File: src/rtl/fifo_wr_ctrl.sv
// fifo_wr_ctrl
// Write-side pointer and flag controller for the asynchronous FIFO.
// It turns producer write requests into the storage write enable and address.
// It brings the read-domain Gray pointer into wclk through two flops.
// From that pointer it derives the full, almost-full, fill-level and overflow status.
// It exports the registered Gray write pointer to the read domain.
//
// Ports
//   wclk          in   write-domain clock
//   RST           in   asynchronous active-low reset
//   winc          in   producer write request, one word per cycle
//   rptr_gray     in   read-domain Gray read pointer (asynchronous to wclk)
//   wovf_clr      in   synchronous clear of wovf
//   wclken        out  storage write enable, winc & ~wfull
//   waddr         out  storage write address
//   wptr_gray     out  registered Gray write pointer, to the read domain
//   wfull         out  registered full flag
//   walmost_full  out  registered almost-full flag
//   wcount        out  registered fill level seen from wclk, 0..DEPTH
//   wovf          out  sticky overflow flag (set wins over clear)
module fifo_wr_ctrl #(
  parameter int ADDR_WIDTH = 3,
  parameter int AF_MARGIN  = 2
) (
  input  logic                  wclk,
  input  logic                  RST,
  input  logic                  winc,
  input  logic [ADDR_WIDTH:0]   rptr_gray,
  input  logic                  wovf_clr,
  output logic                  wclken,
  output logic [ADDR_WIDTH-1:0] waddr,
  output logic [ADDR_WIDTH:0]   wptr_gray,
  output logic                  wfull,
  output logic                  walmost_full,
  output logic [ADDR_WIDTH:0]   wcount,
  output logic                  wovf
);

  localparam int PW    = ADDR_WIDTH + 1;
  localparam int DEPTH = 1 << ADDR_WIDTH;
  localparam logic [ADDR_WIDTH:0] AF_LEVEL = PW'(DEPTH - AF_MARGIN);

  logic [ADDR_WIDTH:0] rq1;
  logic [ADDR_WIDTH:0] rq2;
  logic [ADDR_WIDTH:0] rbin_s;
  logic [ADDR_WIDTH:0] wbin;
  logic [ADDR_WIDTH:0] wbin_next;
  logic [ADDR_WIDTH:0] wgray_next;
  logic [ADDR_WIDTH:0] full_cmp;
  logic [ADDR_WIDTH:0] level_next;

  // Two-flop synchroniser: rptr_gray goes straight into rq1 with no logic in
  // front, so only one Gray bit can be in flight at a time.
  always_ff @(posedge wclk or negedge RST) begin
    if (!RST) begin
      rq1 <= '0;
      rq2 <= '0;
    end else begin
      rq1 <= rptr_gray;
      rq2 <= rq1;
    end
  end

  // Gray to binary: bit i is the XOR of all Gray bits at or above i.
  always_comb begin
    rbin_s = '0;
    for (int i = 0; i < PW; i++) begin
      rbin_s[i] = ^(rq2 >> i);
    end
  end

  assign wclken     = winc & ~wfull;
  assign waddr      = wbin[ADDR_WIDTH-1:0];
  assign wbin_next  = wbin + PW'(wclken);
  assign wgray_next = (wbin_next >> 1) ^ wbin_next;

  // Full when the write pointer is a whole lap ahead of the read pointer.
  // In Gray code that is the top two bits inverted and the rest equal.
  assign full_cmp   = {~rq2[PW-1:PW-2], rq2[PW-3:0]};

  // Modulo subtraction. A stale (older) read pointer only overstates the
  // level, so the flags stay pessimistic.
  assign level_next = wbin_next - rbin_s;

  always_ff @(posedge wclk or negedge RST) begin
    if (!RST) begin
      wbin         <= '0;
      wptr_gray    <= '0;
      wfull        <= 1'b0;
      walmost_full <= 1'b0;
      wcount       <= '0;
      wovf         <= 1'b0;
    end else begin
      wbin         <= wbin_next;
      wptr_gray    <= wgray_next;
      wfull        <= (wgray_next == full_cmp);
      walmost_full <= (level_next >= AF_LEVEL);
      wcount       <= level_next;
      if (winc && wfull) begin
        wovf <= 1'b1;
      end else if (wovf_clr) begin
        wovf <= 1'b0;
      end
    end
  end

endmodule

File: config.mk
export PLATFORM = sky130hd
export DESIGN_NAME = fifo_wr_ctrl
export DESIGN_NICKNAME = d
export VERILOG_FILES = /design/src/rtl/fifo_wr_ctrl.sv
export SDC_FILE = /design/constraint.sdc
export NUM_CORES = 1
export LEC_CHECK = 0
export ABC_AREA = 1
export CAP_MARGIN = 30
export CORE_MARGIN = 1.5
export CORE_UTILIZATION = 45
export CTS_CLUSTER_SIZE = 25
export DETAILED_ROUTE_END_ITERATION = 8
export GPL_ROUTABILITY_DRIVEN = 0
export PLACE_DENSITY_LB_ADDON = 0.25
export SETUP_SLACK_MARGIN = 0.3
export SYNTH_ARGS = -nofsm -noshare
export SYNTH_HDL_FRONTEND = slang
export SYNTH_SLANG_ARGS = --single-unit
File: constraint.sdc
create_clock -name wclk -period 3.1 [get_ports wclk]
set_input_delay 0.93 -clock wclk [delete_from_list [all_inputs] [get_ports wclk]]
set_output_delay 0.93 -clock wclk [all_outputs]
set_load 0.05 [all_outputs]
==> Yosys cells after proc, flatten, opt, wreduce, memory -nomap -nowiden <==
Cells that the tools add are included.
{ "word_totals": {"reg_bits": 23, "inputBits": 8, "out_inout_bits": 15, "wordCells": 24} }
{ "op_classes": {"add_sub_neg": 2, "magnitude_cmp": 1, "n_eq_ne": 1, "mux": 2, "n_bitwise": 4, "n_reduce_logical": 6} }
{ "op_table": {"columns": ["cell", "count"], "rows": [
  ["XOR reduction 4 bit", 4],
  ["adder 4 x 1 -> 4 bit", 1],
  ["== test 4 bit", 1],
  [">= comparator 4 x 3 -> 1 bit (second input constant)", 1],
  ["subtractor 4 bit", 1],
  ["bitwise XOR 3 x 4 -> 4 bit", 1],
  ["two-way mux 1 bit", 2],
  ["inverter 2 bit", 1],
  ["nonzero test 2 bit", 1],
  ["AND 1 bit", 1],
  ["logical AND 1 bit", 1],
  ["inverter 1 bit", 1]
]} }

==> Longest topological paths before layout <==
Gate-level depths: netlist (run 1).
{ "depth": {"ltp_word": 5, "depth_mapped": 12, "depth_no_buf": 12} }

==> Worst setup path before layout (run 1) <==
No wires, ideal clock.
{ "synth_path": {"path_type": "input port to flip-flop", "startpoint": "input port winc", "endpoint": "register walmost_full", "setup_time_ps": 125, "arrival_time_ps": 3025, "required_time_ps": 2975, "slack_ps": -50, "cell_stages": 12, "path_buffers": 0, "path_cell_list": "inv_1 nor2_1 ha_1 ha_1 inv_1 nand2_1 nand2_1 ha_1 a21oi_1 inv_1 nand2_1 nand3_1"} }
{ "synth_between": {"elab_chain_cells": 4} }
{ "synth_lines": {"columns": ["item", "line_no", "text"], "rows": [
  ["start: declaration", "27", "input logic winc,"],
  ["AND 1 bit", "72", "assign wclken = winc & ~wfull;"],
  ["via wclken", "30", "output logic wclken,"],
  ["adder 4 x 1 -> 4 bit", "74", "assign wbin_next = wbin + PW'(wclken);"],
  ["via wbin_next[2]", "47", "logic [ADDR_WIDTH:0] wbin_next;"],
  ["subtractor 4 bit", "83", "assign level_next = wbin_next - rbin_s;"],
  [">= comparator 4 x 3 -> 1 bit", "97", "walmost_full <= (level_next >= AF_LEVEL);"],
  ["end signal: assignment", "97", null],
  ["end: declaration", "34", "output logic walmost_full,"]
]} }
The timed path passes the listed nets, and every way through them passes these cells.
A chain may end at the register's enable or synchronous reset.

==> Worst setup path in the final report (run 1) <==
{ "layout_path": {"startpoint": "input port winc", "endpoint": "output port wclken"} }
{ "layout_between": {"elab_chain_cells": 1} }
{ "layout_lines": {"columns": ["item", "line_no"], "rows": [
  ["AND 1 bit", "72"],
  ["end: declaration", "30"]
]} }
No other way between the ends.

==> results of run 1 <==
==> per-layer routing <==
layer  wire length, um  global-route usage, %  up-vias
met5                 0                      0        -
met4                15                   5.71        0
met3                62                   2.16        2
met2               762                   28.1       14
met1               704                   17.6      330
li1                  -                      -      340
==> flip-flops by register name (all words and copies together) (netlist names) <==
name          flops
wovf              1
rq2               4
walmost_full      1
wfull             1
wcount            4
rq1               4
wbin              4
wptr_gray         3
==> worst max-delay path, stage by stage <==
cell and delay, ns:
clkdlybuf4s50_1 0.49, inv_2 0.05, nor2_4 0.08, buf_4 0.12
buf_12 0.12
==> worst paths after layout <==
| kind | startpoint | endpoint | slack (ns) | cells after the start |
|---|---|---|---|---|
| max | winc | wclken | 0.38 | 5 |
| min reg2reg | rq1[3] | rq2[3] | 0.36 | 0 |
| min | rq1[3] | rq2[3] | 0.36 | 0 |
| min in group asynchronous | RST | wovf | 0.96 | 2 |
| max in group asynchronous | RST | rq1[2] | 1.91 | 2 |
| max reg2reg | rq2[3] | walmost_full | 0.98 | 8 |
==> cell usage after synthesis <==
library cell  number
nand2_1           23
dfrtp_1           22
inv_1             17
nand3_1           12
ha_1               5
nor2_1             2
xor2_1             2
a21oi_1            1
fa_1               1
nand2_2            1
nand4_1            1
o21ai_0            1
o21bai_1           1
xnor2_1            1
xnor2_2            1
xor2_2             1
==> kinds of logic after synthesis <==
family,count (synthesis),synth area share [%]
xor gates and xnor gates,5,6.26
DFF,22,58.6
AOI/OAI and AO/OA,3,1.86
and+or+nand+nor,39,17.7
buffers and inverters,17,6.79
adders and majority gates,6,8.79
==> final cells by class <==
cell class	instances	share of cell area, %
multi-input combinational	53	28.6
tap	27	2.61
timing repair buffer	25	19.6
clock buffer	3	1.74
sequential	22	42.6
inverter	17	4.94
==> what timing repair did <==
action                                  in CTS  in global routing
resized for setup                            0                  5
setup buffers                                0                  0
endpoints found under the setup margin       0                  3
==> metrics by stage <==
step	instances	util (%)
2_1_floorplan	92	-
3_3_place_gp	144	62.9
3_5_place_dp	144	62.9
4_1_cts	147	64.0
5_1_grt	147	65.9
6_report	147	65.9
==> metrics.txt, run 1 <==
vias post-DR 686; largest net degree at the start of global routing 23; Final min period 2.72 ns; RSZ-0062 raised after global routing false; CTS tree done; proportion of layout cells with a drive suffix above 1 13.3%; Initial Utilization 47.9%; Clock Skew 0.00381 ns; CTS Hold Bufs 0; Syn Area/Cell approximately 10 um^2; storage element area 551 um^2; Syn Inst Count 92; All-Layer GR Usage 15.2%; DRT Wirelength 1.54 mm; status finished, final reports clean; finished layout cell area about 0.0013 mm^2; first-pass GRT wire length between 2 and 3 mm; Max Cap Viol 0; clock root cell clkbuf_4; synth top area cells dfrtp_1, nand2_1, inv_1, ha_1, nand3_1; commonest non-fill, non-tap cells in the layout nand2_1, dfrtp_1, clkdlybuf4s50_1; Critical Path RT around 2.2 ns; fill cell count 171; CP endpoint kind output port; Slew headroom 66.6%; port bufs 22; commonest non-fill, non-tap cell in the layout nand2_1; IO Count 23; pre-CTS WS approximately 0.046 ns; initial antenna violation count 0; Post-DRT Antenna Nets 0; flops & latches, synth 22; Post-Syn Nets ~110; row cnt 16; max-slew violations 0; fin nets 136; Routed WL per cell between 10 and 15 um; Final setup viols 0; HP Class reg2reg; vias in the first global route 690; Yosys top cell area share between 50% and 60%; register area share after synthesis 58.6%; post-synth top area cell dfrtp_1; Setup TNS Final 0 ns; multi-input logic area between 300 and 400 um^2; f_max 368 MHz; CP Launch Type input port; Fin. Hold Viols 0; maximum level of the CTS H-tree 1; core region area about 0.0020 mm^2; critical path start-end classification in2out; period utilization 87.8%; dpl hpwl 1.19 mm; CTS max path bufs 2; Hold WS 0.360 ns; drt pass-1 iters 6; Mapped Area ~940 um^2; Worst Path Max Fanout 2; DP Area 0.00123 mm^2; Worst Setup Slack, final 0.379 ns; mean number of vias per cell about 4.7; Chip Height 48.7 um; total CTS buffers 3; Worst EP arrival 1.79 ns; YS warnings 0; worst-margin pin slew 0.500 ns; DRT iter0 DRCs 13; Yosys cell types 16; Residual DRC 0; # diodes 0; Die W 48.7 um; total gr overflow 0; TritonCTS sink count 22; Clock transition at path regs 0.10 ns; Skew-Pair Late Insertion Delay 0.30 ns; die area about 0.0024 mm^2; P&R area growth vs syn 37.6%
Power of run 1 is left out: the tool's default activity adds up to more than one toggle a clock period on the data nets, which glitch-free logic cannot reach.
==> inputs of run 2 (changes only) <==
CORE_MARGIN = not set   (was 1.5)
==> metrics.txt, run 2 (synthesis gave the netlist of run 1 again) <==
port bufs 22 (unchanged); Chip Height 47.7 um (-2.1%); max-slew violations 0 (unchanged); CTS max path bufs 2 (unchanged); mean number of vias per cell 4.87 (+4.4%); Worst EP arrival 2.89 ns (+1.10 ns); DRT Wirelength 1.78 mm (+15%); f_max 373 MHz (+1.6%); largest net degree at the start of global routing 23 (unchanged); Skew-Pair Late Insertion Delay 0.32 ns (+0.02 ns); Routed WL per cell 12.1 um (+15%); Slowest cell on crit path clkdlybuf4s50_1; total gr overflow 0 (unchanged); TritonCTS sink count 22 (unchanged); Post-DRT Antenna Nets 0 (unchanged); multi-input logic area 374 um^2 (+1.4%); die area 0.00227 mm^2 (-4.1%); core region area 0.00196 mm^2 (unchanged); Final min period 2.68 ns (-0.0424 ns); commonest non-fill, non-tap cells in the layout nand2_1, dfrtp_1, clkdlybuf4s50_1; Buf+Inv Stages, Crit Path 4 (unchanged); CP cell instances clkdlybuf4s50_1 -> inv_1 -> nor2_4 -> ha_2 -> ha_4 -> inv_1 -> nand2_1 -> nand2_2 -> ha_4 -> a21oi_2 -> inv_1 -> nand2_1 -> nand3_1; Fin. Hold Viols 0 (unchanged); reg-to-reg slack, setup 0.93 ns (-0.05 ns); storage element area 551 um^2 (unchanged); fill cell count 173 (+1.2%); CP endpoint kind flop; first-pass GRT wire length 2.72 mm (-3.7%); Initial Utilization 47.9% (unchanged); CP most frequent cell inv_1; CTS tree done; maximum level of the CTS H-tree 1 (unchanged); worst-margin pin slew 0.502 ns (+0.00168 ns); P&R area growth vs syn 38.7%; Critical Path RT 3.31 ns (+1.14 ns); RSZ-0062 raised after global routing false; Max Cap Viol 0 (unchanged); Clock transition at path regs 0.12 ns (+0.02 ns); Die W 47.7 um (-2.1%); All-Layer GR Usage 18.2% (+3.1 points); DRT iter0 DRCs 9 (-4); DP Area 0.00123 mm^2 (-0.61%); period utilization 86.4% (-1.4 points); Slew headroom 66.5% (-0.11 points); Setup TNS Final 0 ns (unchanged); proportion of layout cells with a drive suffix above 1 14.2% (+0.83 points); Core Util, Final 66.5% (+0.57 points); Worst Path Max Fanout 4 (+2); fin nets 135 (-0.74%); vias post-DR 716 (+4.4%); CP Launch Type input port; Clock Skew 0.00618 ns (+0.00237 ns); # diodes 0 (unchanged); CP peak stage delay 0.47 ns (-0.02 ns); CP top delay family adder cells; row cnt 16 (unchanged); total CTS buffers 3 (unchanged); Final setup viols 0 (unchanged); critical path start-end classification in2reg; status finished, final reports clean; finished layout cell area 0.00130 mm^2 (+0.87%); clock root cell clkbuf_4; Post-CTS Setup Bufs 0 (unchanged); initial antenna violation count 0 (unchanged); dpl hpwl 1.25 mm (+5.3%); HP Class reg2reg; vias in the first global route 671 (-2.8%); Hold WS 0.365 ns (+0.00462 ns); IO Count 23 (unchanged); drt pass-1 iters 4 (-2); Residual DRC 0 (unchanged)
==> run 2: routing by layer <==
metal	part of all wire [%]	global-route usage, %	vias to the layer above
met5	0	0	-
li1	-	-	340
met3	6.1	5.28	7
met2	51	30.3	34
met4	3.5	11.7	0
met1	40	20.4	335
==> run 2: path summary, 6_finish.rpt <==
path / depth (start not counted) / from / to
hold / removal: 0 / rq1[0] / rq2[0]
setup reg to reg: 8 / rq2[3] / walmost_full
max in group asynchronous: 2 / RST / rq2[2]
hold reg to reg: 0 / rq1[0] / rq2[0]
setup / recovery: 13 / winc / walmost_full
min in group asynchronous: 2 / RST / wbin[3]
==> run 2: final cells by class <==
cell class | instances | share of cell area, %
clock buffer | 4 | 2.78
inverter | 17 | 4.89
multi-input combinational | 53 | 28.7
sequential | 22 | 42.2
tap | 27 | 2.59
timing repair buffer | 24 | 18.8
==> run 2: metrics by stage <==
stage               cells  worst slack [ns]
detailed placement    143           -0.0376
global route          147             0.293
finish                147             0.421
floorplan              92             0.413
CTS                   147             0.322
global placement      143            0.0325
==> run 2: repair_timing <==
item,in CTS,in global routing
gates resized for setup,1,6
setup endpoints to repair,1,2
hold buffers,0,0
Power of run 2 is left out for the same reason.
